--- src/rtl/ins_fetch_pkg.sv ---
// Shared widths, opcode/quadrant codes, FSM states and small helpers for the fetch unit.
package ins_fetch_pkg;

  localparam int DAT_W     = 32;
  localparam int RAM_ADR_W = 32;

  localparam logic [6:0] OP_JAL    = 7'b1101111;
  localparam logic [6:0] OP_JALR   = 7'b1100111;
  localparam logic [6:0] OP_BRANCH = 7'b1100011;

  localparam logic [1:0] CQ1 = 2'b01;
  localparam logic [1:0] CQ2 = 2'b10;

  localparam logic [2:0] C1_JAL  = 3'b001;
  localparam logic [2:0] C1_J    = 3'b101;
  localparam logic [2:0] C1_BEQZ = 3'b110;
  localparam logic [2:0] C1_BNEZ = 3'b111;
  localparam logic [2:0] C2_JR   = 3'b100;

  typedef enum logic [1:0] {ST_REQ, ST_WAIT, ST_HOLD, ST_DROP} fetch_st_e;

  typedef struct packed {
    logic                 ic;
    logic [DAT_W-1:0]     ins;
    logic                 pbr;
    logic [RAM_ADR_W-1:0] npc;
  } dec_t;

  function automatic logic [1:0] sat2(input logic [1:0] c, input logic tk);
    if (tk) return (c == 2'b11) ? c : c + 2'd1;
    return (c == 2'b00) ? c : c - 2'd1;
  endfunction

endpackage

--- src/rtl/ins_fetch_bht.sv ---
// Branch history table: 2-bit saturating counters with one lookup and one update port.
module ins_fetch_bht
  import ins_fetch_pkg::*;
#(
  parameter int BHT_BITS = 6
) (
  input  logic                clk,
  input  logic                rst,
  input  logic                en_i,
  input  logic [BHT_BITS-1:0] rd_idx_i,
  output logic                rd_tk_o,
  input  logic                upd_i,
  input  logic [BHT_BITS-1:0] upd_idx_i,
  input  logic                upd_tk_i
);

  localparam int NENT = 1 << BHT_BITS;

  logic [NENT-1:0][1:0] cnt_q, cnt_d;

  for (genvar i = 0; i < NENT; i++) begin : g_ent
    assign cnt_d[i] = (en_i && upd_i && upd_idx_i == BHT_BITS'(i))
                      ? sat2(cnt_q[i], upd_tk_i) : cnt_q[i];
  end

  // Lookup reads the registered array, so a same-cycle update is not visible yet.
  assign rd_tk_o = cnt_q[rd_idx_i][1];

  always_ff @(posedge clk or posedge rst) begin
    if (rst) cnt_q <= {NENT{2'b01}};
    else     cnt_q <= cnt_d;
  end

endmodule

--- src/rtl/ins_fetch.sv ---
// Instruction fetch: PC sequencing, icache handshake, RV32I/RV32C length decode,
// local redirect on direct jumps and BHT-predicted branches.
module ins_fetch
  import ins_fetch_pkg::*;
#(
  parameter int                   BHT_BITS = 6,
  parameter logic [RAM_ADR_W-1:0] RST_PC   = '0
) (
  input  logic                 clk,
  input  logic                 rst,
  input  logic                 en,
  output logic                 ic_req_o,
  output logic [RAM_ADR_W-1:0] ic_addr_o,
  input  logic                 ic_rdy_i,
  input  logic [DAT_W-1:0]     ic_data_i,
  input  logic                 stall_i,
  input  logic                 flush_i,
  input  logic [RAM_ADR_W-1:0] flush_pc_i,
  input  logic                 bht_upd_i,
  input  logic [RAM_ADR_W-1:0] bht_upd_pc_i,
  input  logic                 bht_upd_tk_i,
  output logic                 if_en_o,
  output logic                 if_ic_o,
  output logic [DAT_W-1:0]     if_ins_o,
  output logic [RAM_ADR_W-1:0] if_pc_o,
  output logic                 if_pbr_o
);

  fetch_st_e            state_q, state_d;
  logic [RAM_ADR_W-1:0] pc_q, pc_d;
  logic [DAT_W-1:0]     hold_q, hold_d;
  logic                 ic_req_q, ic_req_d;
  logic [RAM_ADR_W-1:0] ic_addr_q, ic_addr_d;
  logic                 if_en_q, if_en_d;
  logic                 if_ic_q, if_ic_d;
  logic [DAT_W-1:0]     if_ins_q, if_ins_d;
  logic [RAM_ADR_W-1:0] if_pc_q, if_pc_d;
  logic                 if_pbr_q, if_pbr_d;

  logic [DAT_W-1:0]     w, imm_j, imm_b, imm_cj, imm_cb;
  logic [RAM_ADR_W-1:0] pc_step;
  logic                 is_c, bht_tk, issue;
  dec_t                 dec;

  logic unused_upd_pc;
  assign unused_upd_pc = ^{bht_upd_pc_i[RAM_ADR_W-1:BHT_BITS+1], bht_upd_pc_i[0]};

  ins_fetch_bht #(.BHT_BITS(BHT_BITS)) u_bht (
    .clk      (clk),
    .rst      (rst),
    .en_i     (en),
    .rd_idx_i (pc_q[BHT_BITS:1]),
    .rd_tk_o  (bht_tk),
    .upd_i    (bht_upd_i),
    .upd_idx_i(bht_upd_pc_i[BHT_BITS:1]),
    .upd_tk_i (bht_upd_tk_i)
  );

  // A word parked by a stall is decoded from the holding register on release.
  assign w       = (state_q == ST_HOLD) ? hold_q : ic_data_i;
  assign is_c    = (w[1:0] != 2'b11);
  assign pc_step = pc_q + (is_c ? RAM_ADR_W'(2) : RAM_ADR_W'(4));

  assign imm_j  = {{12{w[31]}}, w[19:12], w[20], w[30:21], 1'b0};
  assign imm_b  = {{20{w[31]}}, w[7], w[30:25], w[11:8], 1'b0};
  assign imm_cj = {{21{w[12]}}, w[8], w[10:9], w[6], w[7], w[2], w[11], w[5:3], 1'b0};
  assign imm_cb = {{24{w[12]}}, w[6:5], w[2], w[11:10], w[4:3], 1'b0};

  always_comb begin
    dec     = '0;
    dec.ic  = is_c;
    dec.ins = is_c ? {{(DAT_W-16){1'b0}}, w[15:0]} : w;
    dec.npc = pc_step;
    if (!is_c) begin
      case (w[6:0])
        OP_JAL:    dec.npc = pc_q + RAM_ADR_W'(imm_j);
        OP_BRANCH: if (bht_tk) begin
                     dec.npc = pc_q + RAM_ADR_W'(imm_b);
                     dec.pbr = 1'b1;
                   end
        OP_JALR:   dec.npc = pc_step;
        default:   dec.npc = pc_step;
      endcase
    end else begin
      case ({w[1:0], w[15:13]})
        {CQ1, C1_J}, {CQ1, C1_JAL}:     dec.npc = pc_q + RAM_ADR_W'(imm_cj);
        {CQ1, C1_BEQZ}, {CQ1, C1_BNEZ}: if (bht_tk) begin
                                          dec.npc = pc_q + RAM_ADR_W'(imm_cb);
                                          dec.pbr = 1'b1;
                                        end
        {CQ2, C2_JR}:                   dec.npc = pc_step;
        default:                        dec.npc = pc_step;
      endcase
    end
  end

  always_comb begin
    state_d   = state_q;
    pc_d      = pc_q;
    hold_d    = hold_q;
    ic_req_d  = ic_req_q;
    ic_addr_d = ic_addr_q;
    if_en_d   = 1'b0;
    if_ic_d   = if_ic_q;
    if_ins_d  = if_ins_q;
    if_pc_d   = if_pc_q;
    if_pbr_d  = if_pbr_q;
    issue     = 1'b0;
    case (state_q)
      ST_REQ: begin
        if (flush_i) pc_d = flush_pc_i;
        else begin
          ic_req_d  = 1'b1;
          ic_addr_d = pc_q;
          state_d   = ST_WAIT;
        end
      end
      ST_WAIT: begin
        if (ic_rdy_i) ic_req_d = 1'b0;
        if (flush_i) begin
          pc_d    = flush_pc_i;
          state_d = ic_rdy_i ? ST_REQ : ST_DROP;
        end else if (ic_rdy_i) begin
          if (!stall_i) begin
            issue   = 1'b1;
            state_d = ST_REQ;
          end else begin
            hold_d  = ic_data_i;
            state_d = ST_HOLD;
          end
        end
      end
      ST_HOLD: begin
        if (flush_i) begin
          pc_d    = flush_pc_i;
          state_d = ST_REQ;
        end else if (!stall_i) begin
          issue   = 1'b1;
          state_d = ST_REQ;
        end
      end
      ST_DROP: begin
        if (flush_i) pc_d = flush_pc_i;
        if (ic_rdy_i) begin
          ic_req_d = 1'b0;
          state_d  = ST_REQ;
        end
      end
    endcase
    if (flush_i) hold_d = '0;
    if (issue) begin
      if_en_d  = 1'b1;
      if_ic_d  = dec.ic;
      if_ins_d = dec.ins;
      if_pc_d  = pc_q;
      if_pbr_d = dec.pbr;
      pc_d     = dec.npc;
    end
  end

  always_ff @(posedge clk or posedge rst) begin
    if (rst) begin
      state_q   <= ST_REQ;
      pc_q      <= RST_PC;
      hold_q    <= '0;
      ic_req_q  <= 1'b0;
      ic_addr_q <= RST_PC;
      if_en_q   <= 1'b0;
      if_ic_q   <= 1'b0;
      if_ins_q  <= '0;
      if_pc_q   <= '0;
      if_pbr_q  <= 1'b0;
    end else if (en) begin
      state_q   <= state_d;
      pc_q      <= pc_d;
      hold_q    <= hold_d;
      ic_req_q  <= ic_req_d;
      ic_addr_q <= ic_addr_d;
      if_en_q   <= if_en_d;
      if_ic_q   <= if_ic_d;
      if_ins_q  <= if_ins_d;
      if_pc_q   <= if_pc_d;
      if_pbr_q  <= if_pbr_d;
    end
  end

  assign ic_req_o  = ic_req_q;
  assign ic_addr_o = ic_addr_q;
  assign if_en_o   = if_en_q;
  assign if_ic_o   = if_ic_q;
  assign if_ins_o  = if_ins_q;
  assign if_pc_o   = if_pc_q;
  assign if_pbr_o  = if_pbr_q;

endmodule

--- config.mk ---
export PLATFORM = sky130hd
export DESIGN_NAME = ins_fetch
export DESIGN_NICKNAME = d
export VERILOG_FILES = /design/src/rtl/ins_fetch_pkg.sv /design/src/rtl/ins_fetch_bht.sv /design/src/rtl/ins_fetch.sv
export SDC_FILE = /design/constraint.sdc
export NUM_CORES = 1
export LEC_CHECK = 0
export ABC_AREA = 1
export ABC_CLOCK_PERIOD_IN_PS = 12000
export CAP_MARGIN = 5
export CORE_MARGIN = 2
export CORE_UTILIZATION = 30
export CTS_BUF_LIST = sky130_fd_sc_hd__clkbuf_2
export CTS_CLUSTER_SIZE = 14
export DETAILED_ROUTE_END_ITERATION = 12
export GPL_TIMING_DRIVEN = 1
export SLEW_MARGIN = 20
export SYNTH_ARGS = -nofsm -noshare
export SYNTH_HDL_FRONTEND = slang
export SYNTH_HIERARCHICAL = 1
export SYNTH_SLANG_ARGS = --single-unit
--- constraint.sdc ---
create_clock -name clk -period 12 [get_ports clk]
set_input_delay 1.8 -clock clk [delete_from_list [all_inputs] [get_ports clk]]
set_output_delay 1.8 -clock clk [all_outputs]
set_load 0.05 [all_outputs]
==> impl_metrics.csv <==
group,metric,value,unit
grt,grt_pass1_wl,140,mm
timing,setup_viol,0,
min_path,hp-class,"reg -> reg",
yosys,ys_warn_count,6,
timing,final_hold_viol_count,0,
floorplanning,fp.coreArea,78700,µm²
cts,insertion_delay,1150,ps
floorplanning,io_pins,204,
floorplanning,die_w,286,µm
cts,numClockSinks,294,
grt,grt.overflow.total,0,
cts,cts.clk_slew.worst_paths,100,ps
placed_design,place_area,26500,µm²
yosys,ys_ff_latch,294,
placed_design,hpwl,68.9,mm
detailed_routing,drtIter0Drc,2317,
yosys,synth-main-ff-cell,"dfrtp_1",
yosys,avgSynthCellArea,6.23,µm²
timing,skew,142,ps
power_and_ir_drop,powerDensity,222,nW/µm²
cts,root_buffer,"clkbuf_2",
setup_path,cp_data_arrival_time,5700,ps
yosys,synth_largest_area_cell,"dfrtp_1",
timing,period_share,39.7,%
grt,track_usage,22.2,%
timing,max_freq,0.210,GHz
layout,final_core_util,34.7,%
layout,layout-drive-gt1-share,7.19,%
power_and_ir_drop,leakagePower,13.7,nW
timing,tns,0,ps
detailed_routing,vias_per_cell,5.08,
setup_path,cp-start-kind,"register",
setup_path,cp_max_fo,43,
cts,post_cts_buffers,0,
detailed_routing,post_drt_wl_per_cell,18.1,µm
yosys,synth_area_leaders,"dfrtp_1 (24%), nand2_1 (20%), o21ai_0 (8.4%), nand3_1 (8.1%), inv_1 (8.0%)",
setup_path,worstSetupPathType,"reg -> reg",
yosys,synth-edff-count,0,
yosys,synth-async-reset-ratio,100,%
yosys,yosys.cell_count.top_type,"nand2_1",
cts,cts-buffers-inserted,85,
grt,antenna_found_initial,1,
detailed_routing,drtPass1Iterations,6,
yosys,synth_cells,3816,
cts,cts_tree,"yes",
timing,tightest_slew,1170,ps
detailed_routing,wl,92.1,mm
timing,rsz0062_at_grt,"false",
setup_path,endpoint_kind,"register",
timing,slew_headroom,21.8,%
detailed_routing,antenna_left,0,
yosys,yosysTopAreaCellShare,24.2,%
timing,slew_viol_final,0,
cts,ctsHoldBuffers,0,
yosys,netlist_area,23800,µm²
yosys,synth.distinct_cells,54,
floorplanning,initial_core_util,30.2,%
cts,cts_resized,0,
layout,final_area,27300,µm²
placed_design,port_buffers,177,
layout,syn2layout_area_growth,14.8,%
detailed_routing,via_count,25923,
floorplanning,die-area,81500,µm²
cts,clockBufferDepth,3,
setup_path,crit_required,12940,ps
floorplanning,row_count,103,
grt,grt_pass1_vias,23741,
power_and_ir_drop,power,0.00604,W
layout,layout.nets,4191,
grt,grt_max_degree,91,
yosys,syn_nets,4019,
power_and_ir_drop,ir_drop,0.000135,V
placed_design,gp_congestion,0.940,
detailed_routing,route.detailed.drc,0,
yosys,ys_seq_area_share,31.3,%
layout,fillers,8684,
timing,hold_ws,471,ps
timing,min_period,4760,ps
yosys,synth_commonest_cells,"nand2_1 (1293), inv_1 (506), o21ai_0 (400), nand3_1 (385), nor2_1 (274)",
cts,htreeDepth,3,
outcome,status,"finished, final reports clean",
floorplanning,die-height,286,µm
run,drv_cap,0,
-- cell type report --
class | count | area (µm²) | share of cell area (%)
Clock inverter | 20 | 145 | 0.532
Tap cell | 1050 | 1310 | 4.81
Antenna cell | 1 | 2.50 | 0.00917
Inverter | 521 | 1970 | 7.24
Sequential cell | 294 | 7440 | 27.3
Clock buffer | 127 | 636 | 2.33
Timing Repair Buffer | 203 | 1970 | 7.21
Multi-Input combinational cell | 2883 | 13800 | 50.6
-- final timing paths --
kind,end,slack [ps],start,depth (start not counted)
min,u_bht/cnt_q[40],470,u_bht/cnt_q[40],2
max in group asynchronous,u_bht/cnt_q[107],9180,rst,3
max reg2reg,pc_q[31],7240,state_q[0],16
max,pc_q[31],7240,state_q[0],16
min in group asynchronous,if_ins_o[5],1290,rst,2
min reg2reg,u_bht/cnt_q[40],470,u_bht/cnt_q[40],2
-- placed cells by master (no fill, tap or decap), types with 4 or more instances in the layout --
cell type	count
o21ai_1	33
dfstp_2	64
clkdlybuf4s50_1	176
a22o_1	16
o21ba_2	8
nand2_2	5
nor3_1	31
o21ai_2	4
xnor2_1	8
a31oi_1	5
ha_1	94
inv_2	12
inv_4	4
inv_1	503
clkinv_2	7
fa_1	4
clkbuf_2	127
a21oi_1	185
nand2_1	1292
o21bai_1	15
a32oi_1	5
buf_4	26
nand3_1	385
nor2_2	5
o21ai_0	399
o211ai_1	20
xor2_1	17
nand4_1	21
nand3b_1	4
o221ai_1	4
or2_2	8
nor3_4	4
clkinv_1	10
dfrtp_1	230
o31ai_1	7
nor2_1	272
-- cell families (layout without fill, tap and decap cells) --
logic type / after synthesis / after routing / synth area share [%]
buf+inv: 639 / 871 / 10.7
compound gates: 718 / 718 / 16.4
fa+ha+maj: 100 / 100 / 5.38
other cells: 0 / 1 / 0
simple gates: 2040 / 2040 / 35.3
flops: 294 / 294 / 31.3
xor+xnor: 25 / 25 / 0.921
-- per-layer routing --
layer	track usage [%]	up-vias	wire, µm
li1	-	12732	-
met1	31.3	11895	42100
met2	32.8	1110	38100
met3	4.24	186	8250
met4	9.63	0	3740
met5	0	-	0
-- critical path, cell delays in order (launching register included) --
cell	delay (ps)
dfrtp_1	400
inv_1	170
ha_2	460
buf_4	480
nand2_1	80
o21ai_1	320
nand3_1	800
nand2_1	920
inv_2	420
nand2_1	170
nand2_1	60
inv_1	50
nand2_1	40
nand2_1	50
nand3_1	70
nand2_1	70
inv_1	40
-- through the flow --
| step | cells | setup WS [ps] |
|---|---|---|
| detailed placement | 4951 | 6540 |
| global route | 5099 | 6990 |
| floorplan | 3816 | 5710 |
| global placement | 4951 | 6520 |
| finish | 5099 | 7240 |
| CTS | 5098 | 7420 |
-- registers in the layout, indices dropped and copies added (netlist names), 2 cells and up --
signal,count
state_q,2
ic_addr_o,32
u_bht/cnt_q,128
if_ins_o,32
pc_q,32
hold_q,32
if_pc_o,32
-- report_power, final --
part | total [W] | leakage (nW) | internal (W) | switching, W
sequential | 0.00147 | 3.65 | 0.00123 | 0.000237
combinational | 0.00376 | 9.47 | 0.00111 | 0.00265
clock | 0.000811 | 0.606 | 0.000326 | 0.000486
total | 0.00604 | 13.7 | 0.00267 | 0.00337
(Power assumes the default switching activity.)
